--- config.mk ---
export PLATFORM = sky130hd
export DESIGN_NAME = branch_ctrl_fsm
export DESIGN_NICKNAME = d
export VERILOG_FILES = /design/src/rtl/branch_pkg.sv /design/src/rtl/cond_eval.sv /design/src/rtl/branch_ctrl_fsm.sv
export SDC_FILE = /design/constraint.sdc
export NUM_CORES = 1
export LEC_CHECK = 0
export ABC_AREA = 1
export CORE_ASPECT_RATIO = 0.7
export CORE_MARGIN = 4
export CORE_UTILIZATION = 30
export DETAILED_ROUTE_END_ITERATION = 10
export SKIP_CTS_REPAIR_TIMING = 1
export SLEW_MARGIN = 20
export SYNTH_ARGS = -nofsm -noshare
export SYNTH_HDL_FRONTEND = slang
export SYNTH_HIERARCHICAL = 1
export SYNTH_SLANG_ARGS = --single-unit
--- constraint.sdc ---
create_clock -name clock -period 1.36 [get_ports clock]
set_clock_uncertainty 0.1 [all_clocks]
set_input_delay 0.272 -clock clock [delete_from_list [all_inputs] [get_ports clock]]
set_output_delay 0.272 -clock clock [all_outputs]
set_load 0.01 [all_outputs]
--- src/rtl/branch_pkg.sv ---
// Shared definitions for the LEGv8 branch sequencer: opcodes, PC-select codes,
// sequencer states, ARM condition codes and control-word bit positions.
package branch_pkg;

    localparam logic [5:0]  OP_B     = 6'b000101;
    localparam logic [5:0]  OP_BL    = 6'b100101;
    localparam logic [10:0] OP_BR    = 11'b11010110000;
    localparam logic [7:0]  OP_CBZ   = 8'b10110100;
    localparam logic [7:0]  OP_CBNZ  = 8'b10110101;
    localparam logic [7:0]  OP_BCOND = 8'b01010100;

    typedef enum logic [1:0] {
        PSEL_HOLD  = 2'b00,
        PSEL_PC4   = 2'b01,
        PSEL_REG_A = 2'b10,
        PSEL_PC_K  = 2'b11
    } psel_e;

    typedef enum logic [2:0] {
        IDLE,
        TEST,
        LINK,
        BRANCH,
        SKIP
    } state_e;

    typedef enum logic [3:0] {
        COND_EQ = 4'h0, COND_NE = 4'h1, COND_CS = 4'h2, COND_CC = 4'h3,
        COND_MI = 4'h4, COND_PL = 4'h5, COND_VS = 4'h6, COND_VC = 4'h7,
        COND_HI = 4'h8, COND_LS = 4'h9, COND_GE = 4'hA, COND_LT = 4'hB,
        COND_GT = 4'hC, COND_LE = 4'hD, COND_AL = 4'hE, COND_NV = 4'hF
    } cond_e;

    localparam logic [4:0] FSEL_PASS_B = 5'b10100;

    // Fixed low-order fields; register fields sit above Fsel and scale with REG_AW.
    localparam int unsigned CW_SL       = 0;
    localparam int unsigned CW_PCSEL    = 1;
    localparam int unsigned CW_BSEL     = 2;
    localparam int unsigned CW_EN_PC    = 3;
    localparam int unsigned CW_EN_B     = 4;
    localparam int unsigned CW_EN_ALU   = 5;
    localparam int unsigned CW_EN_MEM   = 6;
    localparam int unsigned CW_RAMW     = 7;
    localparam int unsigned CW_REGW     = 8;
    localparam int unsigned CW_FSEL_LSB = 9;
    localparam int unsigned CW_FSEL_W   = 5;

endpackage

--- src/rtl/cond_eval.sv ---
// ARM condition-code evaluator: decides whether a B.cond is taken from NZCV.
module cond_eval
    import branch_pkg::*;
(
    input  logic [3:0] cond_i,
    input  logic [3:0] nzcv_i,
    output logic       taken_o
);

    logic n, z, c, v;
    assign {n, z, c, v} = nzcv_i;

    always_comb begin
        taken_o = 1'b1;
        case (cond_i)
            COND_EQ: taken_o = z;
            COND_NE: taken_o = !z;
            COND_CS: taken_o = c;
            COND_CC: taken_o = !c;
            COND_MI: taken_o = n;
            COND_PL: taken_o = !n;
            COND_VS: taken_o = v;
            COND_VC: taken_o = !v;
            COND_HI: taken_o = c && !z;
            COND_LS: taken_o = !(c && !z);
            COND_GE: taken_o = (n == v);
            COND_LT: taken_o = (n != v);
            COND_GT: taken_o = !z && (n == v);
            COND_LE: taken_o = !(!z && (n == v));
            default: taken_o = 1'b1;
        endcase
    end

endmodule

--- src/rtl/branch_ctrl_fsm.sv ---
// Multi-cycle LEGv8 branch sequencer emitting one datapath control word per cycle.
// Optional taken/not-taken counters are built when BRANCH_STATS_EN is defined.
module branch_ctrl_fsm
    import branch_pkg::*;
#(
    parameter  int unsigned DATA_W   = 64,
    parameter  int unsigned REG_AW   = 5,
    parameter  int unsigned LINK_REG = 30,
    localparam int unsigned CW_W     = 2 + 3*REG_AW + 5 + 9
) (
    input  logic              clock,
    input  logic              reset,
    input  logic              start,
    input  logic [31:0]       instruction,
    input  logic [3:0]        status,
    input  logic              alu_zero,
    output logic [CW_W-1:0]   controlword,
    output logic [DATA_W-1:0] K,
    output logic              busy,
    output logic              done,
    output logic              illegal
`ifdef BRANCH_STATS_EN
    ,
    output logic [31:0]       taken_cnt,
    output logic [31:0]       nottaken_cnt
`endif
);

    localparam int unsigned SB_LSB   = CW_FSEL_LSB + CW_FSEL_W;
    localparam int unsigned SA_LSB   = SB_LSB + REG_AW;
    localparam int unsigned DA_LSB   = SA_LSB + REG_AW;
    localparam int unsigned PSEL_LSB = DA_LSB + REG_AW;

    state_e             state_q, state_d;
    logic [4:0]         rt_q, rt_d;
    logic [4:0]         rn_q, rn_d;
    logic               br_q, br_d;
    logic               cbnz_q, cbnz_d;
    logic [DATA_W-1:0]  k_q, k_d;
    logic               illegal_q, illegal_d;
    logic               cond_taken;

    cond_eval u_cond_eval (
        .cond_i  (instruction[3:0]),
        .nzcv_i  (status),
        .taken_o (cond_taken)
    );

    // Only the fields the later states need are kept from the accepted instruction.
    always_comb begin
        state_d   = state_q;
        rt_d      = rt_q;
        rn_d      = rn_q;
        br_d      = br_q;
        cbnz_d    = cbnz_q;
        k_d       = k_q;
        illegal_d = 1'b0;
        case (state_q)
            IDLE: begin
                if (start) begin
                    rt_d   = instruction[4:0];
                    rn_d   = instruction[9:5];
                    br_d   = (instruction[31:21] == OP_BR);
                    cbnz_d = (instruction[31:24] == OP_CBNZ);
                    if (instruction[31:26] == OP_B) begin
                        state_d = BRANCH;
                        k_d     = {{(DATA_W-26){instruction[25]}}, instruction[25:0]};
                    end else if (instruction[31:26] == OP_BL) begin
                        state_d = LINK;
                        k_d     = {{(DATA_W-26){instruction[25]}}, instruction[25:0]};
                    end else if (instruction[31:21] == OP_BR) begin
                        state_d = BRANCH;
                        k_d     = '0;
                    end else if (instruction[31:24] == OP_CBZ ||
                                 instruction[31:24] == OP_CBNZ) begin
                        state_d = TEST;
                        k_d     = {{(DATA_W-19){instruction[23]}}, instruction[23:5]};
                    end else if (instruction[31:24] == OP_BCOND) begin
                        state_d = cond_taken ? BRANCH : SKIP;
                        k_d     = {{(DATA_W-19){instruction[23]}}, instruction[23:5]};
                    end else begin
                        illegal_d = 1'b1;
                    end
                end
            end
            TEST:    state_d = (cbnz_q ? !alu_zero : alu_zero) ? BRANCH : SKIP;
            LINK:    state_d = BRANCH;
            BRANCH:  state_d = IDLE;
            SKIP:    state_d = IDLE;
            default: state_d = IDLE;
        endcase
    end

    always_ff @(posedge clock) begin
        if (!reset) begin
            state_q   <= IDLE;
            rt_q      <= '0;
            rn_q      <= '0;
            br_q      <= 1'b0;
            cbnz_q    <= 1'b0;
            k_q       <= '0;
            illegal_q <= 1'b0;
        end else begin
            state_q   <= state_d;
            rt_q      <= rt_d;
            rn_q      <= rn_d;
            br_q      <= br_d;
            cbnz_q    <= cbnz_d;
            k_q       <= k_d;
            illegal_q <= illegal_d;
        end
    end

    always_comb begin
        controlword = '0;
        if (state_q != IDLE) begin
            controlword[DA_LSB +: REG_AW] = '1;
            controlword[SA_LSB +: REG_AW] = '1;
            controlword[SB_LSB +: REG_AW] = '1;
        end
        case (state_q)
            TEST: begin
                controlword[SB_LSB +: REG_AW]         = REG_AW'(rt_q);
                controlword[CW_FSEL_LSB +: CW_FSEL_W] = FSEL_PASS_B;
                controlword[CW_EN_ALU]                = 1'b1;
            end
            LINK: begin
                controlword[DA_LSB +: REG_AW] = REG_AW'(LINK_REG);
                controlword[CW_EN_PC]         = 1'b1;
                controlword[CW_REGW]          = 1'b1;
            end
            BRANCH: begin
                if (br_q) begin
                    controlword[PSEL_LSB +: 2]    = PSEL_REG_A;
                    controlword[SA_LSB +: REG_AW] = REG_AW'(rn_q);
                    controlword[CW_EN_B]          = 1'b1;
                end else begin
                    controlword[PSEL_LSB +: 2] = PSEL_PC_K;
                end
            end
            SKIP:    controlword[PSEL_LSB +: 2] = PSEL_PC4;
            default: ;
        endcase
        controlword[CW_RAMW]   = 1'b0;
        controlword[CW_EN_MEM] = 1'b0;
        controlword[CW_SL]     = 1'b0;
        controlword[CW_BSEL]   = 1'b0;
        controlword[CW_PCSEL]  = 1'b0;
    end

    assign K       = k_q;
    assign busy    = (state_q != IDLE);
    assign done    = (state_q == BRANCH) || (state_q == SKIP);
    assign illegal = illegal_q;

`ifdef BRANCH_STATS_EN
    logic [31:0] taken_q, nottaken_q;

    always_ff @(posedge clock) begin
        if (!reset) begin
            taken_q    <= '0;
            nottaken_q <= '0;
        end else begin
            if (state_q == BRANCH && taken_q != '1) taken_q <= taken_q + 32'd1;
            if (state_q == SKIP && nottaken_q != '1) nottaken_q <= nottaken_q + 32'd1;
        end
    end

    assign taken_cnt    = taken_q;
    assign nottaken_cnt = nottaken_q;
`endif

endmodule
==> key figures, run 1 <==
Status
  • Outcome: finished with violations
  • Failing checks: setup timing

Global route
  • Global-route wire length before repair: between 10 and 15 mm
  • Global route overflow: 0
  • Vias in the first global route: slightly above 3000
  • Largest net degree at the start of global routing: 40
  • All-layer global routing usage: roughly 15%
  • Initial antenna violation count: 0

Worst hold path
  • Hold Startpoint: instruction[23]
  • Worst hold path class: input pin to flip-flop

Critical path
  • CP delay by family, top: buffers and inverters
  • Critical Path Sink Type: output pin
  • WS Path Type: flip-flop to output pin
  • Crit-path slowest cell: dfxtp_2
  • Max Fanout on Critical Path: 6
  • Crit start category: flip-flop
  • Critical Path RT: between 0.9 and 1 ns
  • Crit path largest cell delay: 0.37 ns
  • Worst Path Buf+Inv: 5
  • Crit-path cells: buf_6 > inv_4 > nand2_4 > nor2_4 > buf_12 > buf_12 > a21oi_4 > buf_6
  • Crit Reg-Reg Startpoint: state_q[0]$_SDFFE_PN0P_
  • CP Data Arrival Time: 1.42 ns
  • CP startpoint: state_q[0]$_SDFFE_PN0P_

Die
  • I/O pins: 138
  • Die W: 127 um
  • Chip Height: slightly above 90 um
  • Num rows: 30
  • Die footprint: roughly 12000 um2
  • Starting Density: a little under a third
  • Core area: between 9000 and 10000 um2

Timing
  • F_max: between 500 and 600 MHz
  • Crit share post-route: 132%
  • Tmin final: roughly 1.8 ns
  • Final setup slack of the worst path: -0.430 ns
  • Final-report setup violation count: between 80 and 90
  • Slew Viols, Final: 0
  • RSZ-0062 raised after global routing: yes
  • Hold Vio Cnt, Final: 0

Layout
  • Ant. Diodes: 0
  • Nets: ~700
  • Area delta synth->final: 76.0%
  • Layout fillers: slightly below 1000
  • Final standard cell area without fillers: between 5000 and 6000 um2
  • Layout cells sized above 1: about 37%
  • Post-layout util: a little over half

Logic synthesis
  • Cell area after synthesis: 2980 um2
  • Mean area per synthesized cell: between 5 and 6 um2
  • Sequential share of the synthesized area: between 20 and 30%
  • Top-area cell type share of the netlist area: 28.2%
  • Synth area leader: dfxtp_1
  • Synth top area cells: dfxtp_1 28%, nand2_1 20%, buf_4 13%
  • Synth unique cells: 24
  • Yosys warnings: 6
  • Cells after Synth: 507
  • Yosys reg bits: between 40 and 50

Clock tree
  • Worst-path clk slew: around 0.060 ns
  • Clock buffer depth: 2
  • TritonCTS buffer count: 5
  • Clock sinks: 42
  • Clock root cell: clkbuf_16
  • H-tree depth: 2
  • CTS tree: done
  • Later-pin clock latency in the skew report: 0.28 ns

Routing
  • Post-DRT Antenna Nets: 0
  • First DRT Iteration DRCs: between 150 and 200
  • Initial DRT Pass Iterations: 6
  • Via density: roughly 4.3
  • Drt wl/cell: roughly 13 um
  • DR vias: 3426
  • Routed WL: about 10 mm
  • DRC: 0

Job
  • Max Cap Viol: 0

Placement
  • Port Buf Inserts: around 130
  • DP HPWL: about 7.0 mm
  • Placer Congestion: between 0.8 and 0.9
  • Dpl cell area: around 4500 um2

Pwr
  • Design Power: ~3.5 mW
  • Total leakage power: ~3.4 nW
  • Pwr per Cell Area: between 600 and 700 nW/um2
  • Maximum vdd ir drop: a little under 0.0005 V
==> worst reg2reg max path, cell delays in order, from the launching register on <==
cell	delay [ns]
dfxtp_2	0.34
buf_6	0.13
inv_4	0.05
nand2_4	0.05
nor2_4	0.12
buf_6	0.13
inv_6	0.04
nor2_8	0.09
inv_4	0.05
o21bai_4	0.22
clkbuf_16	0.20
nor2_2	0.10
nor2_2	0.05
==> cells in the mapped netlist, drive strengths merged <==
cell type	instances
a21oi	20
buf	61
clkbuf	7
conb	1
dfxtp	42
inv	68
nand2	164
nand3	35
nand4	1
nor2	86
nor3	1
o21ai	18
o21bai	1
o22ai	1
xnor2	1
==> state kept, by name, summed over array words and instances (netlist names) <==
register	flops
state_q	3
K	26
rn_q	5
br_q	1
illegal	1
rt_q	5
cbnz_q	1
==> where the power goes <==
group / internal (mW) / leakage (nW) / switching [mW]
logic: 0.415 / 2.96 / 0.440
clock network: 0.867 / 0.0771 / 0.487
registers: 1.27 / 0.345 / 0.0178
==> through the flow <==
step | TNS [ns] | hold slack, ns | cells | setup WS [ns]
after floorplan | -2.58 | 0.324 | 514 | -0.137
after global placement | -35.20 | 0.347 | 762 | -0.674
after detailed placement | -35.20 | 0.350 | 762 | -0.673
after CTS | -51.95 | 0.360 | 770 | -0.775
after global routing | -24.75 | 0.368 | 795 | -0.490
final | -19.58 | 0.323 | 795 | -0.430
==> per-layer routing <==
layer	GRT usage, %	vias up	wire length (um)
met5	0	-	0
met4	1.96	0	39
met3	3.47	5	577
met2	24.5	94	4640
met1	21.0	1534	4770
li1	-	1793	-
==> placed cells by master (no fill, tap or decap), types with 3 or more instances in the layout <==
cell type / instances
buf_6: 26
conb_1: 8
clkbuf_2: 34
buf_2: 11
a21oi_2: 4
nand3_1: 29
buf_12: 7
inv_2: 10
nand3_2: 6
nand2_2: 22
a21oi_1: 12
o21ai_1: 13
clkdlybuf4s50_1: 20
nor2_4: 9
buf_4: 59
nand2_1: 133
inv_1: 53
dfxtp_1: 38
a21oi_4: 4
nor2_1: 55
dlymetal6s2s_1: 51
nand2_4: 9
nor2_2: 22
clkbuf_16: 9
inv_4: 3
o21ai_0: 3
==> layout make-up <==
class	instances	area (um2)	area share [%]
well taps	128	160	3.06
inverters	68	275	5.25
clock inverters	2	37.5	0.717
multi-input cells	337	1750	33.3
flip-flops and latches	42	851	16.2
clock buffers	6	129	2.46
repair buffers	212	2040	38.9
==> final timing paths <==
path / end / slack [ns] / cells past startpoint
setup reg to reg: K[2]$_SDFFE_PN0P_ / -0.40 / 12
setup / recovery: controlword[22] / -0.43 / 8
hold / removal: K[23]$_SDFFE_PN0P_ / 0.32 / 5
hold reg to reg: rt_q[4]$_SDFFE_PN0P_ / 0.37 / 2
==> cell families after synthesis <==
family	Yosys count	share of synthesized area, %
buffers and inverters	136	24.6
flip-flops	42	28.2
AND/OR/NAND/NOR	287	39.5
XOR/XNOR	1	0.294
AO/OA/AOI/OAI	40	7.23
other	1	0.126
(Power assumes the default switching activity.)
==> run 2, diff against run 1 <==
--- a/config.mk
+++ b/config.mk
@@ -6,6 +6,7 @@
 export NUM_CORES = 1
 export LEC_CHECK = 0
 export ABC_AREA = 1
+export ABC_CLOCK_PERIOD_IN_PS = 1360
 export CORE_ASPECT_RATIO = 0.7
 export CORE_MARGIN = 4
 export CORE_UTILIZATION = 30
==> results of run 2 <==
The final DEF is identical to that of run 1; final timing and power are the same.
==> run 3, diff against run 2 <==
--- a/config.mk
+++ b/config.mk
@@ -7,11 +7,14 @@
 export LEC_CHECK = 0
 export ABC_AREA = 1
 export ABC_CLOCK_PERIOD_IN_PS = 1360
+export CELL_PAD_IN_SITES_DETAIL_PLACEMENT = 2
+export CELL_PAD_IN_SITES_GLOBAL_PLACEMENT = 2
 export CORE_ASPECT_RATIO = 0.7
 export CORE_MARGIN = 4
-export CORE_UTILIZATION = 30
+export CORE_UTILIZATION = 18
 export DETAILED_ROUTE_END_ITERATION = 10
-export SKIP_CTS_REPAIR_TIMING = 1
+export PLACE_DENSITY_LB_ADDON = 0.1
+export REMOVE_ABC_BUFFERS = 1
 export SLEW_MARGIN = 20
 export SYNTH_ARGS = -nofsm -noshare
 export SYNTH_HDL_FRONTEND = slang
==> key figures, run 3 (synthesis results as in run 1) <==
Die
  • Starting Density: 18.3%
  • Num rows: 39
  • Die footprint: 18700 um2
  • Die W: between 150 and 200 um
  • I/O pins: between 100 and 150
  • Chip Height: 116 um
  • Core area: approximately 16000 um2

Critical path
  • Flop2flop setup slack: -0.40 ns
  • Crit start category: flip-flop
  • Worst flop-to-flop path endpoint: K[8]$_SDFFE_PN0P_
  • CP Data Arrival Time: about 1.4 ns
  • WS Path Type: flip-flop to output pin
  • Critical Path Sink Type: output pin
  • R2r worst-path depth: 11
  • Critical Path RT: a little under 1 ns
  • Crit Reg-Reg Startpoint: state_q[0]$_SDFFE_PN0P_
  • Max Fanout on Critical Path: 5

Routing
  • DRC: 0
  • Post-DRT Antenna Nets: 0
  • Initial DRT Pass Iterations: 4
  • DR vias: 3792
  • Routed WL: about 15 mm
  • Drt wl/cell: around 16 um
  • First DRT Iteration DRCs: 73
  • Via density: just over 4

Placement
  • Placer Congestion: a little under 0.8
  • Placed Cells: around 900
  • DP HPWL: ~11 mm
  • Port Buf Inserts: between 100 and 150
  • Worst slack, placed: -0.941 ns

Timing
  • Crit share post-route: 133%
  • F_max: about 550 MHz
  • Final setup slack of the worst path: -0.443 ns
  • Final-report setup violation count: 100
  • Slew Viols, Final: 0
  • RSZ-0062 raised after global routing: yes
  • Min Hold Slack: between 0.2 and 0.3 ns
  • Hold Vio Cnt, Final: 0
  • Tmin final: between 1.5 and 2 ns

Worst hold path
  • Hold Crit Endpoint: rt_q[0]$_SDFFE_PN0P_
  • Worst hold path class: input pin to flip-flop
  • Hold Startpoint: instruction[0]
  • Hold Path Cell Cnt: 3

Layout
  • Ant. Diodes: 0
  • Final cell count without fillers: 927
  • Number of flip-flops in the largest register: 26
  • Layout fillers: between 1500 and 2000
  • Most common cell after layout, fill and taps aside: nand2_1
  • Area delta synth->final: 103%
  • Layout cells sized above 1: about half
  • Post-layout util: between 30% and 40%
  • Nets: between 700 and 800
  • FF+latch area: about 850 um2
  • Most frequent cells in the layout: 124 x nand2_1, 75 x buf_6, 70 x buf_4
  • Footprint of the multi-input gates: 1980 um2

Global route
  • Global-route wire length before repair: between 20 and 25 mm
  • All-layer global routing usage: roughly 15%
  • Vias in the first global route: 4156
  • Largest net degree at the start of global routing: 17
  • Initial antenna violation count: 0
  • Global route overflow: 0

Pwr
  • Maximum vdd ir drop: roughly 0.00043 V
  • Total leakage power: a little over 3 nW
  • Pwr per Cell Area: roughly 630 nW/um2

Clock tree
  • CTS tree: done
  • Clock root cell: clkbuf_16
  • Hold buffer count at CTS: 0
  • H-tree depth: 2
  • Later-pin clock latency in the skew report: roughly 0.29 ns
  • Worst-path clk slew: approximately 0.07 ns
  • TritonCTS buffer count: 5
  • Clock sinks: between 40 and 50
  • Clock buffer depth: 2

Job
  • Max Cap Viol: 0

Status
  • Failing checks: setup timing
  • Outcome: finished with violations
[run 3: power by group]
group / total, mW / leakage (nW) / internal, mW / switching, mW
registers: 1.29 / 0.345 / 1.27 / 0.0202
logic: 1.09 / 2.65 / 0.521 / 0.571
clock network: 1.39 / 0.0836 / 0.861 / 0.532
[run 3: metrics by stage]
step | total power [mW] | TNS, ns | cell area, um2
after floorplan | 1.62 | -86.11 | 2530
after global placement | 2.16 | -41.43 | 4740
after detailed placement | 2.18 | -44.63 | 4740
after CTS | 3.75 | -26.00 | 5570
after global routing | 3.99 | -29.55 | 6030
final | 3.78 | -23.56 | 6030
[run 3: worst max path at each step]
stage / startpoint / to / slack [ns] / depth (start not counted)
6_report: state_q[0]$_SDFFE_PN0P_ / controlword[22] / -0.44 / 8
5_1_grt: state_q[0]$_SDFFE_PN0P_ / controlword[22] / -0.50 / 8
4_1_cts: state_q[0]$_SDFFE_PN0P_ / controlword[23] / -0.48 / 8
3_5_place_dp: instruction[0] / state_q[2]$_SDFFE_PN0P_ / -0.94 / 13
3_3_place_gp: instruction[0] / state_q[2]$_SDFFE_PN0P_ / -0.85 / 13
2_1_floorplan: K[62]$_SDFFE_PN0P_ / K[62]$_SDFFE_PN0P_ / -1.89 / 2
[run 3: area by class of cell]
type / count / share of cell area, %
Clock buffer: 5 / 2.07
Clock inverter: 3 / 0.663
Inverter: 68 / 4.60
Multi-Input combinational cell: 336 / 32.8
Sequential cell: 42 / 14.1
Tap cell: 225 / 4.67
Timing Repair Buffer: 247 / 40.9
Timing Repair inverter: 1 / 0.104
[run 3: repair_timing]
| item | in CTS | in global routing |
|---|---|---|
| gates cloned | 7 | 3 |
| gates resized for setup | 535 | 105 |
| setup endpoints to repair | 132 | 106 |
| buffers inserted | 31 | 15 |
| pin swaps | 42 | 34 |
[run 3: layer usage]
layer,vias up,routed length [um],GRT usage [%]
li1,1861,-,-
met1,1838,7340,21.6
met2,81,7200,26.0
met3,12,588,2.60
met4,0,132,2.25
met5,-,0,0
[run 3: critical path: stages (launching register included)]
cell	delay, ns
dfxtp_2	0.33
buf_6	0.12
inv_4	0.05
nand2_4	0.05
nor2_4	0.15
buf_6	0.14
buf_8	0.12
a21oi_2	0.04
buf_2	0.14
